File: src/rtl/lfsr_stats.sv
`default_nettype none
// ---------------------------------------------------------------------------
// lfsr_stats : parametrised Fibonacci LFSR with window ones/zeros statistics
//              and period measurement back to the start state.
// Revision   : 1.0
// ---------------------------------------------------------------------------
module lfsr_stats #(
  parameter int                WIDTH  = 13,
  parameter logic [WIDTH-1:0]  TAPS   = 13'h100D,
  parameter logic [WIDTH-1:0]  SEED   = 13'h100D,
  parameter int                WINDOW = 8191,
  parameter int                CNT_W  = 13
) (
  input  logic             clk,
  input  logic             reset,
  input  logic             en,
  input  logic             load,
  input  logic [WIDTH-1:0] seed_in,
  output logic [WIDTH-1:0] lfsr_state,
  output logic             lfsr_out,
  output logic [CNT_W-1:0] ones_cnt,
  output logic [CNT_W-1:0] zeros_cnt,
  output logic             window_done,
  output logic [CNT_W-1:0] period,
  output logic             period_valid,
  output logic             seed_fixed
);

  localparam logic [CNT_W-1:0] WIN_LAST = CNT_W'(WINDOW - 1);

  logic [WIDTH-1:0] state;
  logic [WIDTH-1:0] start_val;
  logic [CNT_W-1:0] acc_one;
  logic [CNT_W-1:0] acc_zero;
  logic [CNT_W-1:0] win_ctr;
  logic [CNT_W-1:0] period_ctr;

  logic             feedback;
  logic [WIDTH-1:0] next_state;
  logic             bit_b;
  logic [CNT_W-1:0] inc_one;
  logic [CNT_W-1:0] inc_zero;
  logic             win_last;
  logic             period_hit;
  logic             seed_zero;
  logic [WIDTH-1:0] load_val;

  assign feedback   = ^(state & TAPS);
  assign next_state = {state[WIDTH-2:0], feedback};
  assign bit_b      = state[WIDTH-1];
  assign inc_one    = {{(CNT_W-1){1'b0}}, bit_b};
  assign inc_zero   = {{(CNT_W-1){1'b0}}, ~bit_b};
  assign win_last   = (win_ctr == WIN_LAST);
  assign period_hit = (next_state == start_val);
  // An all-zero seed would lock the register, so it falls back to SEED.
  assign seed_zero  = (seed_in == '0);
  assign load_val   = seed_zero ? SEED : seed_in;

  assign lfsr_state = state;
  assign lfsr_out   = state[WIDTH-1];

  always_ff @(posedge clk or posedge reset) begin
    if (reset) begin
      state        <= SEED;
      start_val    <= SEED;
      acc_one      <= '0;
      acc_zero     <= '0;
      win_ctr      <= '0;
      period_ctr   <= '0;
      ones_cnt     <= '0;
      zeros_cnt    <= '0;
      period       <= '0;
      window_done  <= 1'b0;
      period_valid <= 1'b0;
      seed_fixed   <= 1'b0;
    end else begin
      window_done  <= 1'b0;
      period_valid <= 1'b0;
      seed_fixed   <= 1'b0;
      if (load) begin
        state      <= load_val;
        start_val  <= load_val;
        acc_one    <= '0;
        acc_zero   <= '0;
        win_ctr    <= '0;
        period_ctr <= '0;
        seed_fixed <= seed_zero;
      end else if (en) begin
        state <= next_state;
        // Window statistics include the bit sampled on the closing step.
        if (win_last) begin
          ones_cnt    <= acc_one + inc_one;
          zeros_cnt   <= acc_zero + inc_zero;
          acc_one     <= '0;
          acc_zero    <= '0;
          win_ctr     <= '0;
          window_done <= 1'b1;
        end else begin
          acc_one  <= acc_one + inc_one;
          acc_zero <= acc_zero + inc_zero;
          win_ctr  <= win_ctr + 1'b1;
        end
        if (period_hit) begin
          period       <= period_ctr + 1'b1;
          period_ctr   <= '0;
          period_valid <= 1'b1;
        end else begin
          period_ctr <= period_ctr + 1'b1;
        end
      end
    end
  end

endmodule
`default_nettype wire

File: config.mk
export PLATFORM = sky130hd
export DESIGN_NAME = lfsr_stats
export DESIGN_NICKNAME = d
export VERILOG_FILES = /design/src/rtl/lfsr_stats.sv
export SDC_FILE = /design/constraint.sdc
export NUM_CORES = 1
export LEC_CHECK = 0
export ABC_CLOCK_PERIOD_IN_PS = 6300
export CAP_MARGIN = 10
export CORE_ASPECT_RATIO = 2
export CORE_MARGIN = 2
export CORE_UTILIZATION = 42
export CTS_CLUSTER_DIAMETER = 50
export DETAILED_ROUTE_END_ITERATION = 10
export GPL_TIMING_DRIVEN = 0
export PLACE_DENSITY = 0.71
export RECOVER_POWER = 50
export SLEW_MARGIN = 15
export SYNTH_ARGS = -nofsm -noshare
export SYNTH_HDL_FRONTEND = slang
export SYNTH_SLANG_ARGS = --single-unit
File: constraint.sdc
create_clock -name clk -period 6.3 [get_ports clk]
set_input_delay 1.26 -clock clk [delete_from_list [all_inputs] [get_ports clk]]
set_output_delay 1.26 -clock clk [all_outputs]
set_load 0.01 [all_outputs]
* Yosys cells after proc, flatten, opt, wreduce, memory -nomap -nowiden *
Index checks and enable logic that the tools add are counted.

cells by class
  add/sub/neg operators = 4
  eq/ne operators = 2
  multiplexer cells = 22
  bitwise gates (word level) = 2
  reduce and logical (&&, ||, !) cells = 5

operators by type and width
  operator               count
  $mux 13                15
  $add 13x1->13          2
  $add 13x1->13 const B  2
  $eq 13x13->1           1
  $eq 13x13->1 const B   1
  $logic_not 13->1       1
  $reduce_xor 13->1      1
  $mux 1                 7
  $reduce_and 3->1       2
  $not 1->1              2
  $reduce_bool 2->1      1

word-level totals
  bits in registers = 120
  input bits = 17
  output and inout bits = 56
  word-level logic and storage cells = 47

* Longest topological paths before layout *
Gate-level depths: netlist of the first run.

  word-level depth = 5
  depth in mapped cells = 8
  mapped depth without buffers = 8

* Worst setup path after synthesis of the first run *
OpenSTA, ideal clock, no wires.

  path type = input port to flip-flop
  from = input load
  to = register ones_cnt[0]
  setup time = 127 ps
  arrival = 2435 ps
  data required time = 6173 ps
  path slack = 3737 ps
  stages = 6
  buffers on the path = 2
  path through = clkbuf_1 -> inv_1 -> nand2_1 -> nor2_2 -> buf_4 -> mux2_1

between the ends
  cells in the longest elaborated chain, start to end = 2

RTL lines
  element                     RTL line  source
  start, declared             17        input logic load,
  $not 1->1 (no line)         -
  $reduce_and 3->1 (no line)  -
  end signal, assigned        92        ones_cnt <= acc_one + inc_one;
  end, declared               21        output logic [CNT_W-1:0] ones_cnt,

Every way passes these cells.
A chain may end at the register's enable or synchronous reset.

==> metrics.md, run 1 <==
| Metric | Value |
|---|---|
| Status | finished with violations |
| Failing checks | max-capacitance violations, max-slew violations |
| Overflow after GRT | 0 |
| Worst EP arrival | between 3 and 4 ns |
| Die width | roughly 87 um |
| Resized cells post-CTS | 0 |
| Clock Skew | ~0.009 ns |
| Number of nets in the layout | ~690 |
| Worst slew margin | -116% |
| Post-Syn Instances | between 500 and 600 |
| Ys flop type | dfrtp_1 |
| Post-synthesis register bit count | 120 |
| Initial antenna violation count | 0 |
| Largest net degree at the start of global routing | 74 |
| Hold crit path type | register to register |
| Clock Sinks | 120 |
| CTS max path bufs | 2 |
| Count leader, synth | dfrtp_1 |
| Syn Nets | roughly 600 |
| Placed Cells | 803 |
| Worst Path Class, Setup | primary input to asynchronous set/reset pin |
| CP top delay family | buffers and inverters |
| CTS buffer count | 17 |
| Layout Cells excl Fill | 835 |
| Worst-path fanout max | 73 |
| Number of flops mapped to enable cells by yosys | 0 |
| Synth-to-Final Area Change | 25.2% |
| Setup Viol. Count Final | 0 |
| Cells taking the most area after synthesis | dfrtp_1, xor2_1, nor2_1 |
| Max_cap viols | 1 |
| Final hold slack | 0.482 ns |
| Core box area | approximately 14000 um2 |
| Mean Syn Cell Area | 10.2 um2 |
| Critical path cell sequence | dlygate4sd3_1 -> clkinvlp_2 |
| Setup slack, reg-to-reg | ~3.4 ns |
| DRC violations left | 0 |
| # Post-CTS Setup Buffers | 0 |
| Reg2reg start | lfsr_state[12] |
| Sequential area share after synthesis | between 50% and 60% |
| GP Congestion | about 0.8 |
| Worst setup SP type | primary input |
| Cell Rows | 61 |
| Worst Path Buf+Inv | 2 |
| Detail Placement HPWL | 9.08 mm |
| TritonCTS clock tree | done |
| Synth unique cells | 48 |
| Mapped Area | 5840 um2 |
| First-pass GRT wire length | 22.4 mm |
| YS warnings | 0 |
| Leakage power | about 0.0032 uW |
| Vias in the first global route | between 4000 and 5000 |
| Critical path startpoint | reset |
| Initial Util | roughly 43% |
| CTS H-tree lvls | 4 |
| Final Hold Vio Count | 0 |
| Ys async rst share | 100% |
| Fraction of layout instances using a drive strength above 1 | approximately a tenth |
| Hold path start | ones_cnt[0] |
| RSZ-0062 raised after global routing | no |
| Slew @ Worst Pin | ~3.2 ns |
| Root Buffer | clkbuf_16 |
| Routed Antenna Nets | 0 |
| CP max-delay cell | clkinvlp_2 |
| Top post-synthesis cells by count | dfrtp_1, nor2_1, nand2_1, o21ai_1, a21oi_1 |
| Vias per std cell | approximately 5.5 |
| Largest stage delay, worst path | 1.82 ns |
| # diodes | 0 |
| I/O pins | 73 |
| Clock Latency Late Sink | a little over 0.4 ns |
| Die area | roughly 15000 um2 |
| GRT Overall Usage | a little under a fifth |
| Highest clock rate | ~270 MHz |
| TritonRoute pass-1 iters | 5 |
| Worst Path Required | around 6.3 ns |
| Die outline height | approximately 170 um |
| WL/cell | between 15 and 20 um |
| Worst slack at placement | a little under 3 ns |
| Peak VDD IR | ~0.00018 V |
| Final max-slew violation count | 73 |
| CP endpoint kind | asynchronous set/reset pin |
| Total number of vias | roughly 4600 |
| Port Buffers | 70 |
| Post-Route Setup TNS | 0 ns |
| Final Cycle Share | 58.4% |
| Routed wire length | 13.5 mm |
| Synth top area share | about 48% |
| Final setup margin | 2.62 ns |
| Min cycle time layout | between 3 and 4 ns |
| Initial DRC count | 296 |
| Clock-pin slew on the worst setup and hold paths | approximately 0.05 ns |
| Leading area contributor after synthesis | dfrtp_1 |
| Cts hold-fix bufs | 0 |
| Fin util | between 50% and 60% |
| Cell Pwr Density | roughly 270 nW/um2 |
flip-flops by register name (all words and copies together) (netlist names):
signal and flops:
period_valid 1, zeros_cnt 13, period_ctr 13, acc_one 13, period 13, window_done 1, win_ctr 13, acc_zero 13
ones_cnt 13, start_val 13, seed_fixed 1, lfsr_state 13
stage by stage:
step           total power [uW]  cell area, um2
3_5_place_dp               1050            6770
6_report                   1970            7320
2_1_floorplan               965            5840
3_3_place_gp               1050            6740
4_1_cts                    2000            7350
5_1_grt                    2050            7320
path summary, 6_finish.rpt:
kind | depth (start not counted) | to
min reg2reg | 1 | ones_cnt[0]
max reg2reg | 6 | period[3]
min in group asynchronous | 2 | lfsr_state[10]
min | 1 | ones_cnt[0]
max in group clk | 2 | lfsr_state[12]
max | 2 | period_ctr[12]
final cells by class:
class	instances	area (um2)
fillers	1244	6420
multi-input cells	409	2590
clock inverters	15	154
flip-flops and latches	120	3010
well taps	157	196
clock buffers	17	425
plain buffers	28	145
inverters	18	68.8
repair buffers	71	728
metal layers:
layer,global-route usage (%),wire length [um],vias up
met4,6.62,230,0
met1,25.6,5980,2229
met2,30.8,6770,139
li1,-,-,2175
met5,0,0,-
met3,3.71,551,22
cells in the final DEF, fill, tap and decap left out, drive strengths merged, types with 19 or more instances in the layout:
cell type and count:
dfrtp 112, o21ai 72, clkdlybuf4s50 68, nor2 66, nand2 50, clkbuf 34, a21oi 31, xor2 28
nand3 24, xnor2 23, inv 19
report_power, final:
part	switching, uW	internal [uW]
registers	31.5	805
logic	105	85.8
clock network	361	582
total	498	1470
cell families after synthesis:
logic type | after synthesis | synth area share, %
xor gates and xnor gates | 52 | 8.37
adders and majority gates | 7 | 1.50
DFF | 120 | 51.6
buffers and inverters | 46 | 3.64
AOI/OAI and AO/OA | 135 | 13.7
muxes | 29 | 5.89
and+or+nand+nor | 186 | 15.3
Power figures use the tool's default switching activity.
==> run 2: changes to the inputs <==
Settings changed: ABC_CLOCK_PERIOD_IN_PS 6300 to 3700.
Clock period 6.3 ns to 3.7 ns, I/O delays scaled along.
==> run 2 against run 1 <==
  * The run now ends clean
  * Global-route usage is essentially flat
  * Count of clock-buffer cells in the layout is 1 higher
  * Via count fell by 0.11%
  * Core utilization increased by 0.92 points
  * Combinational power grew 80%
  * Critical path depth grew 2
  * Largest power group unchanged
==> metrics.md, run 2 (synthesis gave the netlist of run 1 again) <==
| Metric | Value |
|---|---|
| Worst-path fanout max | 31 (-58%) |
| Port Buffers | 70 (unchanged) |
| Critical path startpoint | reset |
| Worst Path Required | 4.15 ns (-2.13 ns) |
| Worst Setup EP | lfsr_state[8] |
| Clock Latency Late Sink | 0.42 ns (about the same) |
| Overflow after GRT | 0 (unchanged) |
| Final Cycle Share | between 60% and 70% |
| CTS H-tree lvls | 4 (unchanged) |
| Initial DRC count | 276 (-6.8%) |
| Hold crit path type | register to register |
| Root Buffer | clkbuf_16 |
| Initial antenna violation count | 0 (unchanged) |
| GP Congestion | 0.811 (+1.5%) |
| RR Endpoint | acc_one[12] |
| Number of nets in the layout | 691 (+0.29%) |
| Peak VDD IR | 0.000364 V (+110%) |
| Worst R2R Path Depth | 7 (+1) |
| Most common cell after layout, fill and taps aside | dfrtp_1 |
| Die area | 14900 um2 (unchanged) |
| RSZ-0062 raised after global routing | no |
| Reg2reg start | lfsr_state[12] |
| # Post-CTS Setup Buffers | 0 (unchanged) |
| TritonCTS clock tree | done |
| TritonRoute pass-1 iters | 5 (unchanged) |
| Highest clock rate | 389 MHz |
| Worst EP arrival | 3.03 ns (-0.63 ns) |
| Largest net degree at the start of global routing | 37 (-50%) |
| Highest-count cells in the layout ignoring fill and taps | dfrtp_1, clkdlybuf4s50_1, nor2_1 |
| Synth-to-Final Area Change | 27.4% |
| Worst slew margin | 10.8% (+130 points) |
| CP endpoint kind | asynchronous set/reset pin |
| I/O pins | 73 (unchanged) |
| Leakage power | 0.00325 uW (+2.0%) |
| Final Hold Vio Count | 0 (unchanged) |
| Worst setup SP type | primary input |
| Min cycle time layout | roughly 2.6 ns |
| Routed wire length | 13.6 mm (+0.22%) |
| Die outline height | 171 um (unchanged) |
| Placed inst area | 6800 um2 (+0.46%) |
| Final max-slew violation count | 0 (-100%) |
| CTS buffer count | 17 (unchanged) |
| Vias in the first global route | 4501 (-0.40%) |
| Clock Skew | 0.0124 ns (+0.00343 ns) |
| Post-Route Setup TNS | 0 ns (unchanged) |
| Setup slack, reg-to-reg | 1.30 ns (-2.09 ns) |
| Max_cap viols | 0 (-1) |
| Die width | 87.4 um (unchanged) |
| Status | finished, final reports clean |
| Cts hold-fix bufs | 0 (unchanged) |
| Fin util | 54.2% (+0.92 points) |
| Setup Viol. Count Final | 0 (unchanged) |
| Resized cells post-CTS | 0 (unchanged) |
| Fraction of layout instances using a drive strength above 1 | 11.2% (+1.0 points) |
| Detail Placement HPWL | 9.22 mm (+1.5%) |
| Clock-pin slew on the worst setup and hold paths | 0.06 ns (about the same) |
| # diodes | 0 (unchanged) |
| GRT Overall Usage | 19.2% (+0.021 points) |
| CTS max path bufs | 2 (unchanged) |
| Total number of vias | 4560 (-0.11%) |
| Cell Pwr Density | 485 nW/um2 (+80%) |
| DRC violations left | 0 (unchanged) |
| Worst Path Class, Setup | primary input to asynchronous set/reset pin |
| Clock Sinks | 120 (unchanged) |
| First-pass GRT wire length | 22.5 mm (+0.16%) |
| Cell area after layout | 7440 um2 (+1.7%) |
| Routed Antenna Nets | 0 (unchanged) |
| Slew @ Worst Pin | 1.33 ns (-1.89 ns) |
| WL/cell | 16.2 um (about the same) |
| Cell Rows | 61 (unchanged) |
| Core box area | 13700 um2 (unchanged) |
| Initial Util | 42.5% (unchanged) |
| Vias per std cell | 5.45 (-0.35%) |
-- run 2: cell count changes in the layout (fill, tap and decap cells not counted), sizes merged --
cell / change
buf: +1
bufinv: +3
clkbuf: +2
clkdlybuf4s50: -1
clkinv: -4
clkinvlp: -2
dlygate4sd3: +1
inv: +2
-- run 2: report_power, final --
| part | switching [uW] | leakage, uW | internal, uW |
|---|---|---|---|
| combinational | 185 | 0.00134 | 159 |
| clock | 624 | 0.000318 | 1220 |
| sequential | 52.0 | 0.00159 | 1370 |
| total | 861 | 0.00325 | 2750 |
-- run 2: layout make-up --
type | instances | area (um2)
fill | 1197 | 6290
multi-input combinational | 409 | 2620
inverter | 18 | 68.8
tap | 157 | 196
sequential | 120 | 3010
timing repair buffer | 73 | 746
clock buffer | 18 | 439
clock inverter | 14 | 219
buffer | 28 | 145
-- run 2: stage by stage --
| step | hold WS, ns | worst slack (ns) | instances | total power [uW] |
|---|---|---|---|---|
| final | 0.488 | 1.13 | 837 | 3610 |
| after CTS | 0.493 | 1.23 | 837 | 3650 |
| after global routing | 0.511 | 0.743 | 837 | 3750 |
| after global placement | 0.470 | 0.328 | 802 | 1780 |
| after floorplan | 0.441 | 1.50 | 575 | 1640 |
| after detailed placement | 0.479 | 0.899 | 805 | 1790 |
-- run 2: metal layers --
layer	wire [um]	vias to the layer above	GRT usage, %
met5	0	-	0
met4	179	0	5.15
met3	492	20	4.63
met2	6840	123	31.2
met1	6040	2232	25.4
li1	-	2185	-
-- run 2: critical path, cell delays in order --
cell	delay, ns
dlygate4sd3_1	0.54
clkinvlp_2	0.79
buf_12	0.29
clkbuf_2	0.64
-- run 2: how the worst min path moves through the flow --
stage	slack (ns)	to	from	cells after the start
2_1_floorplan	0.44	win_ctr[12]	win_ctr[12]	1
3_3_place_gp	0.47	ones_cnt[0]	ones_cnt[0]	1
3_5_place_dp	0.48	zeros_cnt[1]	zeros_cnt[1]	1
4_1_cts	0.49	ones_cnt[1]	ones_cnt[1]	1
5_1_grt	0.51	start_val[2]	start_val[2]	2
6_report	0.49	ones_cnt[0]	ones_cnt[0]	1
==> run 3: changes to the inputs <==
Settings changed: ABC_CLOCK_PERIOD_IN_PS 3700 to 2100, PLACE_DENSITY 0.71 to 0.74.
Clock period 3.7 ns to 2.1 ns, I/O delays scaled along.
==> run 3 against run 2 <==
  * The run now ends with negative setup slack left
  * Cell area grew 3.8%
  * Critical path depth grew 2
  * Global-route usage grew 0.24 points
  * Sequential power grew 76%
  * Combinational power grew 100%
  * Sequential share of layout area shrank 1.4 points
  * Cell count grew 1.9%
  * Die area is the same
  * Clock skew shrank 0.0017 ns
  * Critical path type is now register to register
  * Largest power group unchanged
==> metrics.md, run 3 (synthesis gave the netlist of run 1 again) <==
| Metric | Value |
|---|---|
| Worst-path fanout max | 10 (-68%) |
| Sw frac | 23.8% (about the same) |
| CP endpoint kind | register |
| Port Buffers | 70 (unchanged) |
| Routed Antenna Nets | 0 (unchanged) |
| Clock-pin slew on the worst setup and hold paths | 0.06 ns (about the same) |
| Overflow after GRT | 0 (unchanged) |
| Final Hold Vio Count | 0 (unchanged) |
| Reg2reg start | lfsr_state[2] |
| CTS max path bufs | 2 (unchanged) |
| Clock Power Share | 50.6% (-0.5 points) |
| Cell Rows | 61 (unchanged) |
| Number of nets in the layout | 707 (+2.3%) |
| CTS H-tree lvls | 4 (unchanged) |
| Routed wire length | 13.9 mm (+2.5%) |
| Die area | 14900 um2 (unchanged) |
| Largest stage delay, worst path | 0.53 ns (-0.26 ns) |
| Worst EP arrival | 2.42 ns (-0.61 ns) |
| CP max-delay cell | dfstp_2 |
| Clock Skew | 0.0107 ns (-0.00165 ns) |
| Failing checks | negative setup slack |
| Slew @ Worst Pin | 0.817 ns (-0.515 ns) |
| Final max-slew violation count | 0 (unchanged) |
| Worst setup SP type | register |
| Die outline height | 171 um (unchanged) |
| Met1 wire length | 5.96 mm (-1.4%) |
| TritonRoute pass-1 iters | 5 (unchanged) |
| GP Congestion | 0.831 (+2.5%) |
| Hold Path Stages | 1 (unchanged) |
| Vias per std cell | 5.49 (+0.79%) |
| Detail Placement HPWL | 9.38 mm (+1.7%) |
| Max_cap viols | 0 (unchanged) |
| Internal cell power | 4920 uW (+79%) |
| DRC violations left | 0 (unchanged) |
| Final setup margin | -0.0314 ns (-1.16 ns) |
| Cell Pwr Density | 836 nW/um2 (+72%) |
| Fraction of layout instances using a drive strength above 1 | 16.4% (+5.2 points) |
| WL/cell | 16.3 um (+0.61%) |
| Worst path depth | 6 (+2) |
| Worst slew margin | 45.6% (+35 points) |
| Highest clock rate | ~470 MHz |
| Root Buffer | clkbuf_16 |
| Setup slack, reg-to-reg | -0.03 ns (-1.33 ns) |
| Final Cycle Share | 101% |
| Min cycle time layout | 2.13 ns |
| Leakage power | 0.00337 uW (+3.7%) |
| Initial antenna violation count | 0 (unchanged) |
| FILL cells | 1136 (-5.1%) |
| CP top delay family | XOR/XNOR gates |
| Peak VDD IR | 0.000660 V (+81%) |
| Initial Util | 42.5% (unchanged) |
| GRT Overall Usage | 19.4% (+0.24 points) |
| Clock Latency Late Sink | 0.41 ns (about the same) |
| Total number of vias | 4684 (+2.7%) |
| Worst Setup EP | period[9] |
| Critical path cell sequence | xnor3_2 -> xnor2_4 -> nand4_4 -> nor2_4 -> buf_12 -> mux2_4 |
| Core box area | 13700 um2 (unchanged) |
| Worst Path Required | 2.39 ns (-1.76 ns) |
| RSZ-0062 raised after global routing | yes |
| Largest net degree at the start of global routing | 35 (-5.4%) |
| Top routing layer in use | met4 |
| Sequential share of power | 38.7% (-0.7 points) |
| Gate power share | 10.7% (+1.2 points) |
| # diodes | 0 (unchanged) |
| Critical path startpoint | lfsr_state[2] |
| Setup Viol. Count Final | 11 (+11) |
| Clock Sinks | 120 (unchanged) |
| CTS buffer count | 17 (unchanged) |
| Most common cell after layout, fill and taps aside | dfrtp_1 |
| Die width | 87.4 um (unchanged) |
| NetSw | 1540 uW (+79%) |
| Worst Path Buf+Inv | 1 (-3) |
| Worst slack at placement | -0.413 ns (-1.31 ns) |
| Status | finished with violations |
| First-pass GRT wire length | 23.0 mm (+2.4%) |
| Area of the multi-input gates | 2760 um2 (+5.5%) |
| Highest-count cells in the layout ignoring fill and taps | dfrtp_1, clkdlybuf4s50_1, nor2_1 |
| DR WL met2 | 7.10 mm (+3.9%) |
| Total power after layout | 6460 uW (+79%) |
| Synth-to-Final Area Change | 32.3% |
| Worst R2R Path Depth | 6 (-1) |
| Initial DRC count | 274 (-0.72%) |
| RR Endpoint | period[9] |
| Worst Path Class, Setup | register to register |
| I/O pins | 73 (unchanged) |
| Hold crit path type | register to register |
| TritonCTS clock tree | done |
| Vias in the first global route | 4644 (+3.2%) |
| Routed met3 length | 680 um (+38%) |
| Reg area | 3020 um2 (+0.12%) |
| Cts hold-fix bufs | 0 (unchanged) |
## run 3: cell types whose count changed in the layout (fill, tap and decap cells not counted), sizes merged
cell           previous run  this run
dlygate4sd3               3         2
dlymetal6s2s              0         1
buf                      13        28
inv                      21        19
clkinv                    3         4
clkbuf                   36        38
dlygate4sd2               0         1
clkdlybuf4s50            67        66
## run 3: worst register-to-register path, delay by kind of cell, from the launching register on
kind | cells | cell delay (ns)
xor gates and xnor gates | 2 | 0.71
buffers and inverters | 1 | 0.15
DFF | 1 | 0.53
muxes | 1 | 0.31
and+or+nand+nor | 2 | 0.30
## run 3: what timing repair did
| action | in CTS | in global routing |
|---|---|---|
| gates resized for setup | 22 | 25 |
| setup endpoints to repair | 59 | 85 |
| buffers inserted | 7 | 8 |
| pin swaps | 2 | 2 |
| endpoints found under the hold margin | 0 | 0 |
## run 3: final cells by class
| cell class | count | area share (%) |
|---|---|---|
| clock buffer | 19 | 5.86 |
| timing repair buffer | 89 | 11.0 |
| buffer | 28 | 2.12 |
| sequential | 120 | 39.0 |
| inverter | 18 | 0.890 |
| clock inverter | 13 | 2.82 |
| tap | 157 | 2.54 |
| multi-input combinational | 409 | 35.7 |
## run 3: layer usage
metal / vias up / GRT usage (%)
met5: - / 0
met4: 0 / 5.42
met3: 10 / 4.25
met2: 145 / 31.7
met1: 2316 / 25.9
li1: 2213 / -
## run 3: worst min path at each step
stage | from | end | slack [ns]
2_1_floorplan | win_ctr[12] | win_ctr[12] | 0.44
3_3_place_gp | zeros_cnt[1] | zeros_cnt[1] | 0.47
3_5_place_dp | zeros_cnt[1] | zeros_cnt[1] | 0.48
4_1_cts | reset | acc_one[3] | 0.40
5_1_grt | start_val[2] | start_val[2] | 0.51
6_report | zeros_cnt[1] | zeros_cnt[1] | 0.49
## run 3: stage by stage
step	hold slack [ns]	utilization, %	setup TNS (ns)	cells	instance area (um2)
6_report	0.488	56.3	-0.204	853	7730
5_1_grt	0.506	56.3	-1.52	853	7730
4_1_cts	0.402	55.6	-0.186	845	7640
3_5_place_dp	0.477	49.7	-7.31	806	6830
3_3_place_gp	0.475	49.1	-113.62	802	6740
2_1_floorplan	0.441	-	-0.643	575	5850
## run 3: power groups by stage
stage | Combinational [uW] | Sequential, uW | Clock, uW
finish | 691 | 2500 | 3270
global route | 757 | 2510 | 3400
CTS | 682 | 2500 | 3300
detailed placement | 621 | 2550 | 0
global placement | 592 | 2540 | 0
floorplan | 347 | 2550 | 0
